File: src/rtl/dmem_port_arbiter_if.sv
// Bus bundle between the two data-memory requesters (core, aux), the arbiter and the three banks.
// The slave modport is the arbiter's view; the master modport is the requester/bank environment.
interface dmem_port_arbiter_if #(
   parameter int AW = 14
);
   logic          c_req;
   logic [3:0]    c_we;
   logic [31:0]   c_addr;
   logic [31:0]   c_wd;
   logic          c_gnt;
   logic          c_stall;
   logic          c_rvalid;
   logic          a_req;
   logic [3:0]    a_we;
   logic [31:0]   a_addr;
   logic [31:0]   a_wd;
   logic          a_gnt;
   logic          a_stall;
   logic          a_rvalid;
   logic [31:0]   rdata;
   logic          dec_err;
   logic          mem0_en;
   logic          mem1_en;
   logic          mem2_en;
   logic [3:0]    mem_we;
   logic [31:0]   mem_wd;
   logic [AW-1:0] mem_wa;
   logic [31:0]   bank0_rdata;
   logic [31:0]   bank1_rdata;
   logic [31:0]   bank2_rdata;
   logic [31:0]   conflict_cnt;

   modport slave (
      input  c_req, c_we, c_addr, c_wd, a_req, a_we, a_addr, a_wd,
      input  bank0_rdata, bank1_rdata, bank2_rdata,
      output c_gnt, c_stall, c_rvalid, a_gnt, a_stall, a_rvalid, rdata, dec_err,
      output mem0_en, mem1_en, mem2_en, mem_we, mem_wd, mem_wa, conflict_cnt
   );

   modport master (
      output c_req, c_we, c_addr, c_wd, a_req, a_we, a_addr, a_wd,
      output bank0_rdata, bank1_rdata, bank2_rdata,
      input  c_gnt, c_stall, c_rvalid, a_gnt, a_stall, a_rvalid, rdata, dec_err,
      input  mem0_en, mem1_en, mem2_en, mem_we, mem_wd, mem_wa, conflict_cnt
   );
endinterface

File: src/rtl/dmem_port_arbiter.sv
// Two-master arbiter for the three data-memory banks: core-priority with an aux anti-starvation
// override, bank decode, shared strobe mux and 1-cycle read-data return to the issuing master.
module dmem_port_arbiter #(
   parameter int MAX_WAIT = 4,
   parameter int AW       = 14
) (
   input logic                i_clk,
   input logic                i_rst,
   dmem_port_arbiter_if.slave bus
);
   localparam logic [3:0] MW      = 4'(MAX_WAIT);
   localparam logic [1:0] BANK_NO = 2'd3;

   // Bank 0 is tested first so the 0x3xxx_xxxx overlap with bank 1 resolves to a single enable.
   function automatic logic [1:0] f_bank(input logic [3:0] hi);
      if (hi[3:2] == 2'b00 && hi[0]) return 2'd0;
      else if (hi[3:1] == 3'b001)    return 2'd1;
      else if (hi == 4'b1000)        return 2'd2;
      else                           return BANK_NO;
   endfunction

   logic [3:0]  r_wait_cnt;
   logic [31:0] r_conflict;
   logic        r_rd_pend;
   logic        r_rd_owner;
   logic [1:0]  r_rd_bank;

   logic        w_c_req, w_a_req, w_a_gnt, w_c_gnt, w_any;
   logic [3:0]  w_we;
   logic [31:0] w_addr, w_wd;
   logic [1:0]  w_bank;
   logic        w_dec_err;
   logic [31:0] w_rdata;
   logic        w_unused;

   // Reset masks the requests so every combinational strobe is quiet while rst is held.
   assign w_c_req = bus.c_req & ~i_rst;
   assign w_a_req = bus.a_req & ~i_rst;
   assign w_a_gnt = w_a_req & (~w_c_req | (r_wait_cnt == MW));
   assign w_c_gnt = w_c_req & ~w_a_gnt;
   assign w_any   = w_c_gnt | w_a_gnt;

   always_comb begin
      w_we   = '0;
      w_addr = '0;
      w_wd   = '0;
      if (w_a_gnt) begin
         w_we   = bus.a_we;
         w_addr = bus.a_addr;
         w_wd   = bus.a_wd;
      end else if (w_c_gnt) begin
         w_we   = bus.c_we;
         w_addr = bus.c_addr;
         w_wd   = bus.c_wd;
      end
   end

   assign w_bank    = f_bank(w_addr[31:28]);
   assign w_dec_err = w_any & (w_bank == BANK_NO);
   assign w_unused  = ^{w_addr[1:0], w_addr[27:AW+2]};

   assign bus.c_gnt        = w_c_gnt;
   assign bus.a_gnt        = w_a_gnt;
   assign bus.c_stall      = w_c_req & ~w_c_gnt;
   assign bus.a_stall      = w_a_req & ~w_a_gnt;
   assign bus.dec_err      = w_dec_err;
   assign bus.mem0_en      = w_any & (w_bank == 2'd0);
   assign bus.mem1_en      = w_any & (w_bank == 2'd1);
   assign bus.mem2_en      = w_any & (w_bank == 2'd2);
   assign bus.mem_we       = w_dec_err ? 4'h0 : w_we;
   assign bus.mem_wd       = w_wd;
   assign bus.mem_wa       = w_addr[AW+1:2];
   assign bus.conflict_cnt = r_conflict;

   always_ff @(posedge i_clk or posedge i_rst) begin
      if (i_rst) begin
         r_wait_cnt <= '0;
         r_conflict <= '0;
         r_rd_pend  <= 1'b0;
         r_rd_owner <= 1'b0;
         r_rd_bank  <= BANK_NO;
      end else begin
         if (!bus.a_req || w_a_gnt)
            r_wait_cnt <= '0;
         else if (r_wait_cnt != MW)
            r_wait_cnt <= r_wait_cnt + 4'd1;
         if (bus.c_req && bus.a_req)
            r_conflict <= r_conflict + 32'd1;
         // A decode-error read still returns (zero) data so the requester never hangs.
         r_rd_pend  <= w_any & (w_we == 4'h0);
         r_rd_owner <= w_a_gnt;
         r_rd_bank  <= w_bank;
      end
   end

   always_comb begin
      w_rdata = '0;
      if (r_rd_pend) begin
         case (r_rd_bank)
            2'd0:    w_rdata = bus.bank0_rdata;
            2'd1:    w_rdata = bus.bank1_rdata;
            2'd2:    w_rdata = bus.bank2_rdata;
            default: w_rdata = '0;
         endcase
      end
   end

   assign bus.rdata    = w_rdata;
   assign bus.c_rvalid = r_rd_pend & ~r_rd_owner;
   assign bus.a_rvalid = r_rd_pend &  r_rd_owner;
endmodule

File: src/flat_wrapper.sv
// flat-port wrapper written by rule: the top's interface ports become plain ports
module dmem_port_arbiter_flat 
#(
   parameter int MAX_WAIT = 4,
   parameter int AW       = 14
)
  (i_clk, i_rst, bus_c_req, bus_c_we, bus_c_addr, bus_c_wd, bus_a_req, bus_a_we, bus_a_addr, bus_a_wd, bus_bank0_rdata, bus_bank1_rdata, bus_bank2_rdata, bus_c_gnt, bus_c_stall, bus_c_rvalid, bus_a_gnt, bus_a_stall, bus_a_rvalid, bus_rdata, bus_dec_err, bus_mem0_en, bus_mem1_en, bus_mem2_en, bus_mem_we, bus_mem_wd, bus_mem_wa, bus_conflict_cnt);
  dmem_port_arbiter_if #(.AW(AW)) bus_i ();
  input logic i_clk;
  input logic i_rst;
  input wire logic [$bits(bus_i.c_req)-1:0] bus_c_req;
  input wire logic [$bits(bus_i.c_we)-1:0] bus_c_we;
  input wire logic [$bits(bus_i.c_addr)-1:0] bus_c_addr;
  input wire logic [$bits(bus_i.c_wd)-1:0] bus_c_wd;
  input wire logic [$bits(bus_i.a_req)-1:0] bus_a_req;
  input wire logic [$bits(bus_i.a_we)-1:0] bus_a_we;
  input wire logic [$bits(bus_i.a_addr)-1:0] bus_a_addr;
  input wire logic [$bits(bus_i.a_wd)-1:0] bus_a_wd;
  input wire logic [$bits(bus_i.bank0_rdata)-1:0] bus_bank0_rdata;
  input wire logic [$bits(bus_i.bank1_rdata)-1:0] bus_bank1_rdata;
  input wire logic [$bits(bus_i.bank2_rdata)-1:0] bus_bank2_rdata;
  output wire logic [$bits(bus_i.c_gnt)-1:0] bus_c_gnt;
  output wire logic [$bits(bus_i.c_stall)-1:0] bus_c_stall;
  output wire logic [$bits(bus_i.c_rvalid)-1:0] bus_c_rvalid;
  output wire logic [$bits(bus_i.a_gnt)-1:0] bus_a_gnt;
  output wire logic [$bits(bus_i.a_stall)-1:0] bus_a_stall;
  output wire logic [$bits(bus_i.a_rvalid)-1:0] bus_a_rvalid;
  output wire logic [$bits(bus_i.rdata)-1:0] bus_rdata;
  output wire logic [$bits(bus_i.dec_err)-1:0] bus_dec_err;
  output wire logic [$bits(bus_i.mem0_en)-1:0] bus_mem0_en;
  output wire logic [$bits(bus_i.mem1_en)-1:0] bus_mem1_en;
  output wire logic [$bits(bus_i.mem2_en)-1:0] bus_mem2_en;
  output wire logic [$bits(bus_i.mem_we)-1:0] bus_mem_we;
  output wire logic [$bits(bus_i.mem_wd)-1:0] bus_mem_wd;
  output wire logic [$bits(bus_i.mem_wa)-1:0] bus_mem_wa;
  output wire logic [$bits(bus_i.conflict_cnt)-1:0] bus_conflict_cnt;
  assign bus_i.c_req = bus_c_req;
  assign bus_i.c_we = bus_c_we;
  assign bus_i.c_addr = bus_c_addr;
  assign bus_i.c_wd = bus_c_wd;
  assign bus_i.a_req = bus_a_req;
  assign bus_i.a_we = bus_a_we;
  assign bus_i.a_addr = bus_a_addr;
  assign bus_i.a_wd = bus_a_wd;
  assign bus_i.bank0_rdata = bus_bank0_rdata;
  assign bus_i.bank1_rdata = bus_bank1_rdata;
  assign bus_i.bank2_rdata = bus_bank2_rdata;
  assign bus_c_gnt = bus_i.c_gnt;
  assign bus_c_stall = bus_i.c_stall;
  assign bus_c_rvalid = bus_i.c_rvalid;
  assign bus_a_gnt = bus_i.a_gnt;
  assign bus_a_stall = bus_i.a_stall;
  assign bus_a_rvalid = bus_i.a_rvalid;
  assign bus_rdata = bus_i.rdata;
  assign bus_dec_err = bus_i.dec_err;
  assign bus_mem0_en = bus_i.mem0_en;
  assign bus_mem1_en = bus_i.mem1_en;
  assign bus_mem2_en = bus_i.mem2_en;
  assign bus_mem_we = bus_i.mem_we;
  assign bus_mem_wd = bus_i.mem_wd;
  assign bus_mem_wa = bus_i.mem_wa;
  assign bus_conflict_cnt = bus_i.conflict_cnt;
  dmem_port_arbiter #(.MAX_WAIT(MAX_WAIT), .AW(AW)) u_core (.i_clk(i_clk), .i_rst(i_rst), .bus(bus_i));
endmodule
File: config.mk
export PLATFORM = sky130hd
export DESIGN_NAME = dmem_port_arbiter_flat
export DESIGN_NICKNAME = d
export VERILOG_FILES = /design/src/rtl/dmem_port_arbiter_if.sv /design/src/rtl/dmem_port_arbiter.sv /design/src/flat_wrapper.sv
export SDC_FILE = /design/constraint.sdc
export NUM_CORES = 1
export LEC_CHECK = 0
export ABC_AREA = 1
export BUFFER_PORTS_ARGS = -buffer_cell sky130_fd_sc_hd__buf_4
export CAP_MARGIN = 20
export CORE_AREA = 4 4 138 140
export DETAILED_ROUTE_END_ITERATION = 16
export DIE_AREA = 0 0 142 144
export GPL_ROUTABILITY_DRIVEN = 0
export HOLD_SLACK_MARGIN = 0.02
export PLACE_DENSITY_LB_ADDON = 0.3
export SLEW_MARGIN = 10
export SYNTH_ARGS = -nofsm -noshare
export SYNTH_HDL_FRONTEND = slang
export SYNTH_SLANG_ARGS = --single-unit
File: constraint.sdc
create_clock -name i_clk -period 2.1 [get_ports i_clk]
set_input_delay 0.21 -clock i_clk [delete_from_list [all_inputs] [get_ports i_clk]]
set_output_delay 0.21 -clock i_clk [all_outputs]
set_load 0.01 [all_outputs]
==> metrics.txt, run 1 <==
# TYPE chip_impl_metric gauge
chip_impl_metric{name="irDropWorstVdd",unit="mV"} 0.219
chip_impl_metric{name="synth_seq_area_share",unit="%"} 27.9
chip_impl_metric{name="power",unit="W"} 0.00304
chip_impl_metric{name="grt_pass1_wl",unit="um"} 28400
chip_impl_metric{name="mappedNetlistNets",unit=""} 797
chip_impl_metric{name="design.core.area",unit="sq um"} 17800
chip_impl_metric{name="post_route_cells_drive_above_1_share",unit="%"} 45.8
chip_impl_metric{name="grt_overflow",unit=""} 0
chip_impl_metric{name="critical_path_required",unit="ns"} 1.89
chip_impl_metric{name="worst_skew_pair.late_latency",unit="ns"} 0.28
chip_impl_metric{name="avgRoutedWirePerCell",unit="um"} 17.5
chip_impl_metric{name="clock.fmax",unit="MHz"} 440
chip_impl_metric{name="timing_hold_violations_final",unit=""} 0
chip_impl_info{name="clockRootBuffer",value="clkbuf_16"} 1
chip_impl_info{name="failed_checks",value="negative setup slack"} 1
chip_impl_metric{name="vias_per_cell",unit=""} 4.39
chip_impl_metric{name="layout_worst_path_cycle_share",unit="%"} 108
chip_impl_metric{name="r2r_setup_slack",unit="ns"} 0.26
chip_impl_metric{name="post-route-min-period",unit="ns"} 2.28
chip_impl_metric{name="critPathBufInv",unit=""} 3
chip_impl_metric{name="critical-path-max-stage-delay",unit="ns"} 0.39
chip_impl_metric{name="worst_ep_arrival_time",unit="ns"} 2.07
chip_impl_metric{name="i_o_pin_count",unit=""} 360
chip_impl_metric{name="powerDensity",unit="nW/um^2"} 446
chip_impl_metric{name="diodes",unit=""} 0
chip_impl_info{name="critical_path.startpoint",value="u_core.r_wait_cnt[0]"} 1
chip_impl_metric{name="hpwl",unit="um"} 16700
chip_impl_metric{name="skew",unit="ns"} 0.00454
chip_impl_metric{name="cts.sink_count",unit=""} 40
chip_impl_metric{name="setup-violations-final",unit=""} 32
chip_impl_metric{name="path_max_fanout",unit=""} 5
chip_impl_metric{name="syn2layout_area_growth",unit="%"} 89.9
chip_impl_info{name="crit_path_top_delay_cell",value="dfrtp_1"} 1
chip_impl_metric{name="placed_cells",unit=""} 1114
chip_impl_metric{name="cap_viol_max_count",unit=""} 0
chip_impl_metric{name="postLayoutCoreUtil",unit="%"} 38.3
chip_impl_metric{name="worst_r2r_path_depth",unit=""} 7
chip_impl_metric{name="via_count_of_the_first_global_routing_pass",unit=""} 5022
chip_impl_metric{name="leakage",unit="nW"} 3.86
chip_impl_info{name="r2r-end",value="u_core.bus.conflict_cnt[24]"} 1
chip_impl_metric{name="post_synth_inst_count",unit=""} 558
chip_impl_metric{name="cts.path.max_buffers",unit=""} 2
chip_impl_metric{name="setup_slack",unit="ns"} -0.175
chip_impl_metric{name="max_slew.worst_pin.slew",unit="ns"} 0.547
chip_impl_metric{name="synth_register_bits",unit=""} 40
chip_impl_metric{name="drt_pass1_iterations",unit=""} 4
chip_impl_metric{name="floorplan.die_area",unit="sq um"} 20400
chip_impl_metric{name="placementRows",unit=""} 49
chip_impl_metric{name="number_of_buffers_created_by_cts",unit=""} 5
chip_impl_metric{name="route.vias.total",unit=""} 4969
chip_impl_metric{name="route.antenna.remaining_nets",unit=""} 0
chip_impl_info{name="setup.worst_path.class",value="reg -> out"} 1
chip_impl_metric{name="grt_max_degree",unit=""} 41
chip_impl_metric{name="drt-initial-drc-count",unit=""} 211
chip_impl_info{name="critPathTopFamily",value="simple AND/OR/NAND/NOR gates"} 1
chip_impl_metric{name="ctsHoldBuffers",unit=""} 0
chip_impl_metric{name="synth_area",unit="sq um"} 3600
chip_impl_info{name="critical_path.startpoint_type",value="flop"} 1
chip_impl_info{name="outcome",value="finished, violations left"} 1
chip_impl_info{name="cts_tree",value="done"} 1
chip_impl_info{name="min_path_type",value="in -> async"} 1
chip_impl_info{name="rsz_0062_raised_after_global_routing",value="yes"} 1
chip_impl_metric{name="layout.filler_cells",unit=""} 1930
chip_impl_metric{name="portBuffers",unit=""} 331
chip_impl_info{name="r2r_start",value="u_core.bus.conflict_cnt[1]"} 1
chip_impl_metric{name="grt_antenna_before_repair",unit=""} 0
chip_impl_metric{name="start_util",unit="%"} 20.2
chip_impl_metric{name="fin_nets",unit=""} 1141
chip_impl_metric{name="fp.dieH",unit="um"} 144
chip_impl_metric{name="timing_max_transition_violations_final",unit=""} 0
chip_impl_metric{name="average_size_of_a_mapped_cell",unit="sq um"} 6.44
chip_impl_info{name="end_kind",value="output pin"} 1
chip_impl_metric{name="drc",unit=""} 0
chip_impl_metric{name="yosys.cell_types.count",unit=""} 30
chip_impl_info{name="sequence_of_cells_on_the_critical_path",value="inv_2 -> ha_4 -> nand3_4 -> nand2_4 -> nand2_4 -> inv_4 -> nand2_1 -> nand2_1 -> nor2_2 -> nand2_2 -> nand2_2 -> nor2_4 -> nor2_1 -> buf_4"} 1
chip_impl_metric{name="dp_worst_setup_slack",unit="ns"} 0.0884
chip_impl_metric{name="chipWidth",unit="um"} 142
chip_impl_metric{name="yosysWarnings",unit=""} 0
chip_impl_metric{name="timing.slew.headroom",unit="%"} 63.5
chip_impl_metric{name="wl",unit="um"} 19700
chip_impl_metric{name="global_route_total_usage_across_every_layer",unit="%"} 18.1
chip_impl_metric{name="path_clk_slew",unit="ns"} 0.06
chip_impl_metric{name="ctsHtreeMaxLevel",unit=""} 2
chip_impl_metric{name="finish.cell_count_without_fillers",unit=""} 1131
how the worst max path moves through the flow:
stage	to	slack, ns	cells past startpoint
floorplan	bus_mem_we[0]	0.23	10
global placement	bus_mem_we[3]	0.1	12
detailed placement	bus_mem_we[3]	0.09	14
CTS	bus_mem_we[0]	-0.13	14
global route	bus_mem_we[0]	-0.31	14
finish	bus_mem_we[0]	-0.18	14
cells in the mapped netlist, drive strengths merged:
cell type	instances	area, sq um
nand2	200	768
inv	77	289
nor2	54	253
a22o	46	403
nand3	44	225
dfrtp	38	951
xor2	20	175
clkbuf	17	63.8
nor3	14	80.1
xnor2	12	105
nand4	11	68.8
buf	6	28.8
a22oi	4	30.0
o21ai	4	20.0
a21oi	3	26.3
ha	3	37.5
dfstp	2	52.6
clkinv	1	5.00
nand3b	1	7.51
nor4	1	6.26
worst min-delay path, stage by stage:
cell,delay [ns]
buf_4,0.14
clkinvlp_4,0.07
buf_4,0.44
per-stage QoR:
| stage | instance area [sq um] | TNS [ns] | hold WS (ns) |
|---|---|---|---|
| after detailed placement | 6450 | 0 | 0.454 |
| after global routing | 6830 | -6.71 | 0.177 |
| after global placement | 6450 | 0 | 0.445 |
| final | 6830 | -1.80 | 0.127 |
| after floorplan | 3600 | 0 | 0.192 |
| after CTS | 6670 | -1.36 | 0.147 |
repair_timing:
item | CTS | global route
endpoints found under the hold margin | 0 | 0
resized for setup | 13 | 23
gates cloned | 0 | 1
pin swaps | 7 | 16
setup endpoints to repair | 50 | 54
setup buffers | 6 | 3
state kept, by name (all words and copies together) (netlist names):
name,count
u_core.r_rd_owner,1
u_core.r_rd_bank,2
u_core.bus.conflict_cnt,32
u_core.r_rd_pend,1
u_core.r_wait_cnt,4
power by group:
part	switching [W]	internal, W
Combinational	0.000672	0.000724
Sequential	0.0000749	0.000841
Clock	0.000302	0.000431
layout by cell type, fill, tap and decap left out, types with 2 or more instances in the layout:
cell type,n
xnor2_1,12
inv_1,71
nor3_1,12
a21oi_1,2
nor3_2,2
buf_12,3
dfrtp_1,38
clkinvlp_4,2
a22o_4,4
nand2_2,9
nor2_1,40
a22o_1,42
nand3_1,43
nand2_1,188
nor2_2,7
clkbuf_16,6
buf_4,350
nand2_4,3
ha_1,2
a22oi_1,3
buf_6,5
xor2_1,20
nand4_1,11
nor2_4,7
dfstp_2,2
clkinv_2,2
inv_2,4
o21ai_0,2
layout make-up:
cell class	count	area, sq um	share of cell area (%)
clock buffers	5	125	1.83
well taps	229	287	4.20
inverters	78	300	4.40
repair buffers	360	2780	40.8
multi-input cells	417	2320	33.9
flip-flops and latches	40	1000	14.7
clock inverters	2	12.5	0.183
routing by layer:
layer	up-vias	global-route usage, %	part of all wire (%)
met3	9	11.0	16
met4	0	3.18	0.98
li1	2469	-	-
met5	-	0	0
met2	233	26.0	41
met1	2258	23.4	42
kinds of logic (layout without fill, tap and decap cells):
family	count (synthesis)	in the layout	share of synthesized area [%]
AO/OA/AOI/OAI	57	57	13.3
flip-flops	40	40	27.9
buffers and inverters	101	445	10.8
AND/OR/NAND/NOR	325	325	39.2
XOR/XNOR	32	32	7.79
adder cells (fa/ha/maj)	3	3	1.04
Power figures use the tool's default switching activity.
==> inputs of run 2 (changes only) <==
--- a/config.mk
+++ b/config.mk
@@ -5,7 +5,7 @@
 export SDC_FILE = /design/constraint.sdc
 export NUM_CORES = 1
 export LEC_CHECK = 0
-export ABC_AREA = 1
+export ABC_AREA = 0
 export BUFFER_PORTS_ARGS = -buffer_cell sky130_fd_sc_hd__buf_4
 export CAP_MARGIN = 20
 export CORE_AREA = 4 4 138 140
@@ -13,7 +13,7 @@
 export DIE_AREA = 0 0 142 144
 export GPL_ROUTABILITY_DRIVEN = 0
 export HOLD_SLACK_MARGIN = 0.02
-export PLACE_DENSITY_LB_ADDON = 0.3
+export PLACE_DENSITY = 0.53
 export SLEW_MARGIN = 10
 export SYNTH_ARGS = -nofsm -noshare
 export SYNTH_HDL_FRONTEND = slang
==> run 2 against run 1 <==
Against the previous run:
- the flow still finishes with violations (negative setup slack)
- global-route usage down 2.4 points
- setup slack worse by 0.12 ns
- cell area up 2.9%
- total power down 1.9%
- maximum frequency down 5.1%
- largest cell class unchanged
==> metrics.txt, run 2 <==
# TYPE chip_impl_metric gauge
chip_impl_metric{name="critical_path_required",unit="ns"} 1.89
chip_impl_metric{name="average_size_of_a_mapped_cell",unit="sq um"} 8.39
chip_impl_metric{name="yosys.cell_types.count",unit=""} 41
chip_impl_metric{name="vias_per_cell",unit=""} 4.44
chip_impl_info{name="end_kind",value="output pin"} 1
chip_impl_metric{name="met2_wirelength",unit="um"} 8780
chip_impl_info{name="most_common_cell_in_the_netlist",value="nand2_1"} 1
chip_impl_metric{name="detail_route.wirelength.met1",unit="um"} 7400
chip_impl_metric{name="postLayoutCoreUtil",unit="%"} 39.4
chip_impl_metric{name="path_clk_slew",unit="ns"} 0.06
chip_impl_metric{name="avgRoutedWirePerCell",unit="um"} 18.6
chip_impl_metric{name="area_fraction_of_the_dominant_cell_type_after_synthesis",unit="%"} 28.7
chip_impl_metric{name="post_synth_inst_count",unit=""} 395
chip_impl_metric{name="synth_async_sr_flop_share",unit="%"} 100
chip_impl_metric{name="irDropWorstVdd",unit="mV"} 0.352
chip_impl_metric{name="design.core.area",unit="sq um"} 17800
chip_impl_metric{name="mappedNetlistNets",unit=""} 634
chip_impl_info{name="top_metal_used",value="met4"} 1
chip_impl_info{name="rsz_0062_raised_after_global_routing",value="yes"} 1
chip_impl_info{name="clockRootBuffer",value="clkbuf_16"} 1
chip_impl_metric{name="synth_edf_count",unit=""} 0
chip_impl_info{name="yosys_most_used_dff",value="dfrtp_1"} 1
chip_impl_metric{name="max_slew.worst_pin.slew",unit="ns"} 0.537
chip_impl_metric{name="path_max_fanout",unit=""} 5
chip_impl_metric{name="yosysWarnings",unit=""} 0
chip_impl_metric{name="portBuffers",unit=""} 331
chip_impl_metric{name="synth_seq_area_share",unit="%"} 30.3
chip_impl_metric{name="route.vias.total",unit=""} 4389
chip_impl_metric{name="post_route_cells_drive_above_1_share",unit="%"} 54.8
chip_impl_info{name="outcome",value="finished, violations left"} 1
chip_impl_metric{name="timing_max_transition_violations_final",unit=""} 0
chip_impl_metric{name="worst_skew_pair.late_latency",unit="ns"} 0.28
chip_impl_metric{name="cts.path.max_buffers",unit=""} 2
chip_impl_metric{name="layout_worst_path_cycle_share",unit="%"} 114
chip_impl_metric{name="start_util",unit="%"} 18.6
chip_impl_metric{name="placementRows",unit=""} 49
chip_impl_metric{name="ctsHtreeMaxLevel",unit=""} 2
chip_impl_metric{name="layout.filler_cells",unit=""} 1835
chip_impl_metric{name="dp_worst_setup_slack",unit="ns"} -0.0557
chip_impl_info{name="synth.largest_area_cell",value="dfrtp_1"} 1
chip_impl_metric{name="post-route-cell-area",unit="sq um"} 7030
chip_impl_info{name="synthTopCellsByCount",value="nand2_1, a22o_1, dfrtp_1, and2_1"} 1
chip_impl_metric{name="global_route_total_usage_across_every_layer",unit="%"} 15.7
chip_impl_metric{name="hpwl",unit="um"} 14900
chip_impl_metric{name="leakage",unit="nW"} 3.66
chip_impl_metric{name="number_of_buffers_created_by_cts",unit=""} 5
chip_impl_metric{name="dpl-instance-area",unit="sq um"} 6290
chip_impl_metric{name="floorplan.die_area",unit="sq um"} 20400
chip_impl_metric{name="syn2layout_area_growth",unit="%"} 112
chip_impl_metric{name="post-route-min-period",unit="ns"} 2.40
chip_impl_metric{name="hold_slack",unit="ns"} 0.123
chip_impl_info{name="critical_path.startpoint_type",value="flop"} 1
chip_impl_metric{name="grt_max_degree",unit=""} 41
chip_impl_metric{name="fp.dieH",unit="um"} 144
chip_impl_metric{name="setup-violations-final",unit=""} 53
chip_impl_metric{name="diodes",unit=""} 0
chip_impl_metric{name="totalNegativeSetupSlack",unit="ns"} -10.09
chip_impl_info{name="min_path_type",value="in -> async"} 1
chip_impl_metric{name="via_count_of_the_first_global_routing_pass",unit=""} 4307
chip_impl_metric{name="drt-initial-drc-count",unit=""} 156
chip_impl_info{name="layout.cells.most_common_list",value="buf_4, buf_6, nand2_1"} 1
chip_impl_info{name="cts_tree",value="done"} 1
chip_impl_metric{name="skew",unit="ns"} 0.00581
chip_impl_metric{name="fin_nets",unit=""} 997
chip_impl_metric{name="route.antenna.remaining_nets",unit=""} 0
chip_impl_metric{name="timing_hold_violations_final",unit=""} 0
chip_impl_metric{name="i_o_pin_count",unit=""} 360
chip_impl_metric{name="cap_viol_max_count",unit=""} 0
chip_impl_metric{name="clock.fmax",unit="MHz"} 417
chip_impl_metric{name="powerDensity",unit="nW/um^2"} 425
chip_impl_info{name="failed_checks",value="negative setup slack"} 1
chip_impl_metric{name="cts.sink_count",unit=""} 40
chip_impl_info{name="synth_top_cells_by_area",value="dfrtp_1, a22o_1, mux2i_1, xnor2_1, and2_1"} 1
chip_impl_metric{name="drc",unit=""} 0
chip_impl_info{name="setup.worst_path.class",value="reg -> out"} 1
chip_impl_metric{name="setup_slack",unit="ns"} -0.297
chip_impl_metric{name="drt_pass1_iterations",unit=""} 4
chip_impl_metric{name="detailroute.wirelength.met3",unit="um"} 1980
chip_impl_metric{name="synth_register_bits",unit=""} 40
chip_impl_metric{name="chipWidth",unit="um"} 142
chip_impl_metric{name="grt_antenna_before_repair",unit=""} 0
chip_impl_info{name="layout_commonest_cell",value="buf_4"} 1
chip_impl_metric{name="largest_register_ffs",unit=""} 32
chip_impl_metric{name="grt_overflow",unit=""} 0
chip_impl_metric{name="synth_area",unit="sq um"} 3310
chip_impl_metric{name="grt_pass1_wl",unit="um"} 25200
chip_impl_metric{name="timing.slew.headroom",unit="%"} 64.2
chip_impl_metric{name="worst_ep_arrival_time",unit="ns"} 2.19
chip_impl_metric{name="wl",unit="um"} 18400
==> run 2: layer usage <==
metal / track usage, % / vias up
li1: - / 2149
met1: 20.1 / 2035
met2: 24.9 / 193
met3: 6.48 / 12
met4: 2.93 / 0
met5: 0 / -
==> run 2: cell families after synthesis <==
family / count (synthesis) / synth area share [%]
multiplexers: 33 / 10.0
AO/OA/AOI/OAI: 97 / 21.2
XOR/XNOR: 33 / 8.72
flip-flops: 40 / 30.3
AND/OR/NAND/NOR: 155 / 24.8
buffers and inverters: 34 / 3.89
adder cells (fa/ha/maj): 3 / 1.13
==> run 2: critical path, stage by stage (launching register included) <==
cell and delay (ns):
dfrtp_1 0.38, inv_2 0.08, ha_4 0.13, nand3b_1 0.14, o211ai_1 0.28, inv_2 0.15, a21o_4 0.24, a31oi_4 0.27
nor2_2 0.10, buf_6 0.13
==> run 2: area by class of cell <==
cell class	instances	area [sq um]	share of cell area (%)
Timing Repair Buffer	380	3250	46.3
Multi-Input combinational cell	321	2280	32.5
Sequential cell	40	1010	14.3
Tap cell	229	287	4.08
Clock buffer	6	139	1.98
Inverter	10	46.3	0.658
Clock inverter	2	15.0	0.214
==> run 2: power by group <==
part | total [W] | switching [W] | leakage (nW) | internal (W)
Sequential | 0.000948 | 0.0000976 | 0.528 | 0.000851
Clock | 0.000782 | 0.000310 | 0.0691 | 0.000472
Combinational | 0.00126 | 0.000504 | 3.06 | 0.000752
==> run 2: per-stage QoR <==
step / std cells / total power, W
after detailed placement: 962 / 0.00207
after global placement: 962 / 0.00206
final: 988 / 0.00299
after CTS: 981 / 0.00298
after global routing: 988 / 0.00316
after floorplan: 395 / 0.00136
==> run 2: path summary, 6_finish.rpt <==
path	start	slack (ns)	depth (start not counted)	endpoint
max	u_core.r_wait_cnt[0]	-0.30	9	bus_mem_we[2]
min	i_rst	0.12	3	u_core.r_rd_pend
max reg2reg	u_core.r_wait_cnt[0]	0.15	10	u_core.r_rd_pend
min reg2reg	u_core.bus.conflict_cnt[26]	0.50	1	u_core.bus.conflict_cnt[26]
max in group asynchronous	i_rst	1.60	3	u_core.bus.conflict_cnt[7]
min in group i_clk	i_rst	0.18	2	u_core.r_rd_pend
==> run 2: what timing repair did <==
item                                   CTS  global route
endpoints found under the hold margin    0             0
pin swaps                               11            11
buffers inserted                         9             5
setup endpoints to repair               80            57
resized for setup                       72            16
hold buffers                             0             0
cloned                                   2             3
